--- config.mk ---
export PLATFORM = sky130hd
export DESIGN_NAME = adder_8_multibyte_seq
export DESIGN_NICKNAME = d
export VERILOG_FILES = /design/src/rtl/adder_8_multibyte_seq_pkg.sv /design/src/rtl/adder_8_structure.sv /design/src/rtl/adder_8_multibyte_seq.sv
export SDC_FILE = /design/constraint.sdc
export NUM_CORES = 1
export LEC_CHECK = 0
export ABC_AREA = 1
export CAP_MARGIN = 0
export CORE_MARGIN = 10
export CORE_UTILIZATION = 35
export CTS_CLUSTER_DIAMETER = 80
export CTS_CLUSTER_SIZE = 12
export DETAILED_ROUTE_END_ITERATION = 8
export SLEW_MARGIN = 10
export SYNTH_ARGS = -nofsm -noshare
export SYNTH_HDL_FRONTEND = slang
export SYNTH_SLANG_ARGS = --single-unit
--- constraint.sdc ---
create_clock -name clk -period 4.4 [get_ports clk]
set_input_delay 0.88 -clock clk [delete_from_list [all_inputs] [get_ports clk]]
set_output_delay 0.88 -clock clk [all_outputs]
set_load 0.02 [all_outputs]
--- src/rtl/adder_8_multibyte_seq_pkg.sv ---
// rtl/adder_8_multibyte_seq_pkg.sv - shared state encoding and widths for the multibyte adder sequencer
package adder_8_multibyte_seq_pkg;

    localparam int BYTE_W = 8;

    typedef enum logic [1:0] {
        ST_IDLE = 2'd0,
        ST_RUN  = 2'd1,
        ST_DONE = 2'd2
    } state_t;

    // Byte index needs at least one bit even for a single-byte operand.
    function automatic int idx_width(input int nbytes);
        return (nbytes > 1) ? $clog2(nbytes) : 1;
    endfunction

endpackage

--- src/rtl/adder_8_structure.sv ---
// rtl/adder_8_structure.sv - purely combinational 8-bit ripple-carry adder
module adder_8_structure (
    input  logic [7:0] a,
    input  logic [7:0] b,
    input  logic       cin,
    output logic [7:0] sum,
    output logic       out
);

    logic [8:0] c;

    assign c[0] = cin;

    for (genvar i = 0; i < 8; i++) begin : g_fa
        assign sum[i]  = a[i] ^ b[i] ^ c[i];
        assign c[i+1]  = (a[i] & b[i]) | (c[i] & (a[i] ^ b[i]));
    end

    assign out = c[8];

endmodule

--- src/rtl/adder_8_multibyte_seq.sv ---
// rtl/adder_8_multibyte_seq.sv - feeds an 8-bit adder one byte per cycle to add/subtract wide operands
module adder_8_multibyte_seq
    import adder_8_multibyte_seq_pkg::*;
#(
    parameter int NBYTES = 4
) (
    input  logic                    clk,
    input  logic                    rst,
    input  logic                    start,
    input  logic                    sub,
    input  logic                    cin_in,
    input  logic [8*NBYTES-1:0]     op_a,
    input  logic [8*NBYTES-1:0]     op_b,
    output logic                    busy,
    output logic                    done,
    output logic [8*NBYTES-1:0]     result,
    output logic                    cout
);

    localparam int W     = BYTE_W * NBYTES;
    localparam int IDX_W = idx_width(NBYTES);
    localparam logic [IDX_W-1:0] LAST = IDX_W'(NBYTES - 1);

    state_t             state;
    state_t             state_nx;
    logic [IDX_W-1:0]   idx;
    logic               carry;
    logic               sub_q;
    logic [W-1:0]       a_q;
    logic [W-1:0]       b_q;
    logic [BYTE_W-1:0]  a_byte;
    logic [BYTE_W-1:0]  b_byte;
    logic [BYTE_W-1:0]  sum;
    logic               add_out;

    always_comb begin
        a_byte = '0;
        b_byte = '0;
        for (int i = 0; i < NBYTES; i++) begin
            if (idx == IDX_W'(i)) begin
                a_byte = a_q[i*BYTE_W +: BYTE_W];
                b_byte = b_q[i*BYTE_W +: BYTE_W];
            end
        end
    end

    // Subtraction is A + ~B + 1; the +1 comes from the carry preset at start.
    adder_8_structure u_adder (
        .a   (a_byte),
        .b   (sub_q ? ~b_byte : b_byte),
        .cin (carry),
        .sum (sum),
        .out (add_out)
    );

    always_ff @(posedge clk) begin
        if (rst) begin
            state <= ST_IDLE;
        end else begin
            state <= state_nx;
        end
    end

    always_comb begin
        state_nx = state;
        case (state)
            ST_IDLE: if (start) state_nx = ST_RUN;
            ST_RUN:  if (idx == LAST) state_nx = ST_DONE;
            ST_DONE: state_nx = ST_IDLE;
            default: state_nx = ST_IDLE;
        endcase
    end

    always_ff @(posedge clk) begin
        if (rst) begin
            idx    <= '0;
            carry  <= 1'b0;
            sub_q  <= 1'b0;
            a_q    <= '0;
            b_q    <= '0;
            result <= '0;
            cout   <= 1'b0;
        end else begin
            case (state)
                ST_IDLE: begin
                    if (start) begin
                        a_q   <= op_a;
                        b_q   <= op_b;
                        sub_q <= sub;
                        carry <= sub ? 1'b1 : cin_in;
                        idx   <= '0;
                    end
                end
                ST_RUN: begin
                    for (int i = 0; i < NBYTES; i++) begin
                        if (idx == IDX_W'(i)) begin
                            result[i*BYTE_W +: BYTE_W] <= sum;
                        end
                    end
                    carry <= add_out;
                    if (idx == LAST) begin
                        cout <= add_out;
                    end else begin
                        idx <= idx + IDX_W'(1);
                    end
                end
                default: ;
            endcase
        end
    end

    assign busy = (state == ST_RUN) || (state == ST_DONE);
    assign done = (state == ST_DONE);

endmodule

# Yosys cells after proc, flatten, opt, wreduce, memory -nomap -nowiden

Cells that the tools add are included.

Flip-flop bits (word level): 103
Bits of input ports: 69

Reduce and logical (&&, ||, !) cells: 12
Bitwise gates (word level): 41
Equality and inequality tests: 8
$add $sub $neg: 1
Multiplexer cells: 18

Operators by type and width:

| kind                | number |
|---|---|
| $mux 8              | 9 |
| $and 1x1->1         | 16 |
| $xor 1x1->1         | 16 |
| $reduce_and 2->1    | 7 |
| $mux 2              | 4 |
| $not 8->8           | 1 |
| $or 1x1->1          | 8 |
| $pmux 2 s2          | 2 |
| $eq 2x2->1 const B  | 3 |
| $ne 2x2->1 const B  | 3 |
| $eq 2x1->1 const B  | 2 |
| $logic_not 2->1     | 2 |
| $reduce_and 3->1    | 1 |
| $add 2x1->2 const B | 1 |
| $mux 1              | 2 |
| $pmux 1 s2          | 1 |
| $reduce_bool 2->1   | 1 |
| $logic_or 1x1->1    | 1 |

# Logic depth before layout (Yosys ltp)

Depth in word-level cells: 25
Mapped depth: 24
Gate-level depth less buffers: 22

# Modules after synthesis

From an unflattened synthesis, not the netlist that was laid out.

Cells, all modules: 640
Area, all modules: 4,575.6 um2

Modules (own cells, without submodules):

| module                | times used | cells each | area an instance (um2) |
|---|---|---|---|
| adder_8_multibyte_seq | 1          | 622        | 4,377.9 |
| adder_8_structure     | 1          | 18         | 197.7 |

# Worst setup path before layout

No wires, ideal clock.

Path type: register to register
From: register idx[1]
To: register result[15]
Arrival time: 4.440 ns
Path slack: -0.156 ns
Required time: 4.284 ns
Path buffers: 1
Cell stages (with the launch flop): 21
Cell sequence: dfxtp_1 inv_1 ha_1 inv_2 buf_2 nand3_1 a21oi_1 o22ai_1 fa_1 inv_1 fa_1 inv_1 fa_1 fa_1 fa_1 fa_1 fa_1 inv_1 fa_1 o21ai_0 nor2_1

Longest elaborated chain between the ends: 23
Elaborated cells between the ends (all ways): 45

Ends and longest elaborated chain:

| element                       | RTL line                     | text |
|---|---|---|
| start, declared               | adder_8_multibyte_seq.sv:26  | `logic [IDX_W-1:0] idx;` |
| start signal, assigned        | adder_8_multibyte_seq.sv:104 | `idx <= idx + IDX_W'(1);` |
| $logic_not 2->1               | adder_8_multibyte_seq.sv:40  | `if (idx == IDX_W'(i)) begin` |
| $mux 8 (4 in series)          | adder_8_multibyte_seq.sv:40  |  |
| $not 8->8                     | adder_8_multibyte_seq.sv:50  | `.b (sub_q ? ~b_byte : b_byte),` |
| $mux 8                        | adder_8_multibyte_seq.sv:50  |  |
| $xor 1x1->1                   | adder_8_structure.sv:16      | `assign c[i+1] = (a[i] & b[i]) \| (c[i] & (a[i] ^ b[i]));` |
| $and 1x1->1                   | adder_8_structure.sv:16      |  |
| $or 1x1->1                    | adder_8_structure.sv:16      |  |
| $and 1x1->1                   | adder_8_structure.sv:16      |  |
| [5 not listed]                | --                           |  |
| $and 1x1->1                   | adder_8_structure.sv:16      |  |
| $or 1x1->1                    | adder_8_structure.sv:16      |  |
| $and 1x1->1                   | adder_8_structure.sv:16      |  |
| $or 1x1->1                    | adder_8_structure.sv:16      |  |
| $and 1x1->1                   | adder_8_structure.sv:16      |  |
| $or 1x1->1                    | adder_8_structure.sv:16      |  |
| $xor 1x1->1 *                 | adder_8_structure.sv:15      | `assign sum[i] = a[i] ^ b[i] ^ c[i];` |
| named net sum[7]              | adder_8_multibyte_seq.sv:33  | `logic [BYTE_W-1:0] sum;` |
| end signal, assigned by index | adder_8_multibyte_seq.sv:97  | `result[i*BYTE_W +: BYTE_W] <= sum;` |
| end, declared                 | adder_8_multibyte_seq.sv:16  | `output logic [8*NBYTES-1:0] result,` |

The timed path passes the listed nets; every way through them passes the cells marked *.
A chain may end at the register's enable or synchronous reset.

# Final worst setup path

From: register idx[1]
To: register result[31]

Same word-level chain as after synthesis.

==> metrics.md <==
| Metric | Value |
|---|---|
| Status | complete, no violations |
| CTS buffer count | 9 |
| Synthesized cell area | 4500 um^2 |
| Maximum vdd drop | 0.210 mV |
| Post-route setup slack | 0.116 ns |
| Layout Utilization | 0.484 |
| Max clock buf depth | 2 |
| Final WL | 13100 um |
| # fillers | 1318 |
| Pins over their slew limit | 0 |
| Reg power frac | 0.434 |
| Clock Sinks | 103 |
| Max FO, Critical Path | 4 |
| First-pass GRT wire length | 21200 um |
| P_sw | 0.716 mW |
| # diodes | 0 |
| Die width | 133 um |
| Register area share after synthesis | 0.458 |
| IO Port Bufs | 103 |
| Post-synthesis register bit count | 103 |
| Fin. Hold Viols | 0 |
| Clock-pin slew on the worst setup and hold paths | 0.08 ns |
| Cell Area, Placed | 5680 um^2 |
| Total Nets Final | 790 |
| Initial Util | 0.357 |
| 1st-iter DRT viols | 295 |
| Slew HR | 0.379 |
| Layout Cells excl Fill | 883 |
| Post-route cell area | 6110 um^2 |
| Cell internal pwr | 1.68 mW |
| Critical path class | reg -> reg |
| Share of layout cells above drive strength 1 | 0.110 |
| Vias in the first global route | 4139 |
| GRT Total Usage | 0.146 |
| Syn-to-layout area delta | 35.8% |
| Synthesized Nets | 693 |
| Total gr overflow | 0 |
| Mean Syn Cell Area | 7.39 um^2 |
| Via density | 4.72 |
| Synth unique cells | 22 |
| DP Worst Slack | -0.0909 ns |
| Multi-input gate area | 2210 um^2 |
| Largest net degree at the start of global routing | 66 |
| Total chip power | 2.39 mW |
| Share of the synthesized area in the top cell type | 0.458 |
| Clock group share of total power | 0.343 |
| Worst hold path class | reg -> reg |
| Setup TNS Final | 0 ns |
| Drt pass-1 iters | 4 |
| DP Cell Count | 864 |
| CTS tree | yes |
| Sequential cell area | 2070 um^2 |
| ANT nets after route | 0 |
| Post-DP HPWL | 9950 um |
| Ratio of final minimum period to clock period | 0.974 |
| RSZ-0062 raised after global routing | true |
| # setup viols final | 0 |
| # IOs | 104 |
| Root Driver | clkbuf_16 |
| # rows | 41 |
| Fin Hold WS | 0.463 ns |
| Clk_skew | 0.0133 ns |
| Comb pwr share | 0.224 |
| Crit path capture type | flop |
| Min Tclk post-route | 4.28 ns |
| Max frequency | 233 MHz |
| Power Density | 392 nW/um^2 |
| Startpoint types | flop |
| DRC | 0 |
| Die Area | 17800 um^2 |
| Core area | 12600 um^2 |
| Post-synthesis cell count | 609 |
| Initial antenna violation count | 0 |
| Post-synth top area cell | dfxtp_1 |
| Routability cong. | 0.840 |
| Die height | 133 um |
| Maxcap violations | 0 |
| WP data required | 4.64 ns |
| Ranking of synthesized cells by area | dfxtp_1, o21ai_0, nor2_1, nand2_1, a21oi_1 |
| Via count | 4172 |
| Avg WL per Cell | 14.8 um |
| Sw frac | 0.299 |
| Clock H-tree levels | 3 |
| Critical path arrival | 4.52 ns |
| Worst-Margin Slew | 0.932 ns |
| Worst-skew pair later-pin latency | 0.35 ns |
| P_leak | 2.48 nW |
| Ys Warns | 0 |
layout by cell type (no fill, tap or decap), types with 2 or more instances in the layout:
cell and count:
o21ai_0 102, o21ai_2 2, nand3_1 17, ha_1 3, inv_2 10, clkdlybuf4s50_1 103
a21oi_1 57, dfxtp_4 2, or2_1 7, nand2_2 6, inv_6 2, nand2_1 82
clkbuf_16 9, nand3_2 2, inv_4 3, dfxtp_1 101, ha_4 3, inv_1 15
buf_4 22, o22ai_1 2, fa_2 8, nor2_1 135, o21ai_1 6, o211ai_1 2
logic make-up after synthesis:
group | share of synthesized area
buffers and inverters | 0.0729
adder cells (fa/ha/maj) | 0.0551
flip-flops | 0.458
AO/OA/AOI/OAI | 0.194
AND/OR/NAND/NOR | 0.219
area by class of cell:
class                      instances  area share
sequential                       103       0.339
inverter                          29      0.0190
clock inverter                     7      0.0131
timing repair buffer             125       0.196
clock buffer                       9      0.0369
tap                              172      0.0352
multi-input combinational        438       0.361
worst paths after layout:
check	startpoint	end	slack [ns]	cells past startpoint
hold / removal	b_q[9]	b_q[9]	0.46	2
setup reg to reg	idx[1]	result[31]	0.12	19
setup / recovery	idx[1]	result[31]	0.12	19
hold reg to reg	b_q[9]	b_q[9]	0.46	2
state kept, by name (all words and copies together), names as in the netlist:
name    flops
idx         2
cout        1
a_q        32
sub_q       1
result     32
b_q        32
state       2
carry       1
synth_stat cells:
| library cell | number |
|---|---|
| nand2_1 | 86 |
| o21ai_0 | 106 |
| nor2_1 | 135 |
| inv_1 | 20 |
| or2_1 | 7 |
| o211ai_1 | 2 |
| ha_1 | 7 |
| buf_6 | 2 |
| inv_2 | 8 |
| buf_4 | 11 |
| dfxtp_1 | 103 |
| a21oi_1 | 58 |
| nand3_1 | 19 |
| clkbuf_1 | 13 |
| or2_2 | 1 |
| clkinv_1 | 1 |
| buf_2 | 10 |
| clkbuf_2 | 3 |
| o22ai_1 | 3 |
| o21ai_1 | 4 |
| nand2_2 | 2 |
| fa_1 | 8 |
routing by layer:
layer | track usage | share of wire
met5 | 0 | 0
met4 | 0.0478 | 0.014
met3 | 0.0195 | 0.027
met2 | 0.238 | 0.46
met1 | 0.193 | 0.50
power by group through the flow:
stage | registers, mW | clock network [mW] | logic [mW]
6_report | 1.04 | 0.820 | 0.535
5_1_grt | 1.05 | 0.872 | 0.598
4_1_cts | 1.04 | 0.836 | 0.518
3_5_place_dp | 1.06 | 0 | 0.512
3_3_place_gp | 1.06 | 0 | 0.503
2_1_floorplan | 1.06 | 0 | 0.286
worst max-delay path, stage by stage (launching register included):
cell,delay (ns)
dfxtp_4,0.39
inv_4,0.06
ha_4,0.17
inv_4,0.07
nand3_2,0.06
a21oi_2,0.16
o22ai_2,0.11
fa_2,0.36
inv_2,0.06
fa_2,0.18
inv_2,0.04
fa_2,0.34
fa_2,0.36
fa_2,0.35
fa_2,0.35
fa_2,0.34
inv_2,0.07
fa_2,0.49
o21ai_1,0.17
nor2_1,0.05
repair_timing:
item | CTS | global route
setup endpoints to repair | 4 | 5
hold buffers | 0 | 0
resized for setup | 6 | 28
pin swaps | 1 | 9
setup buffers | 0 | 3
Power figures use the tool's default switching activity.
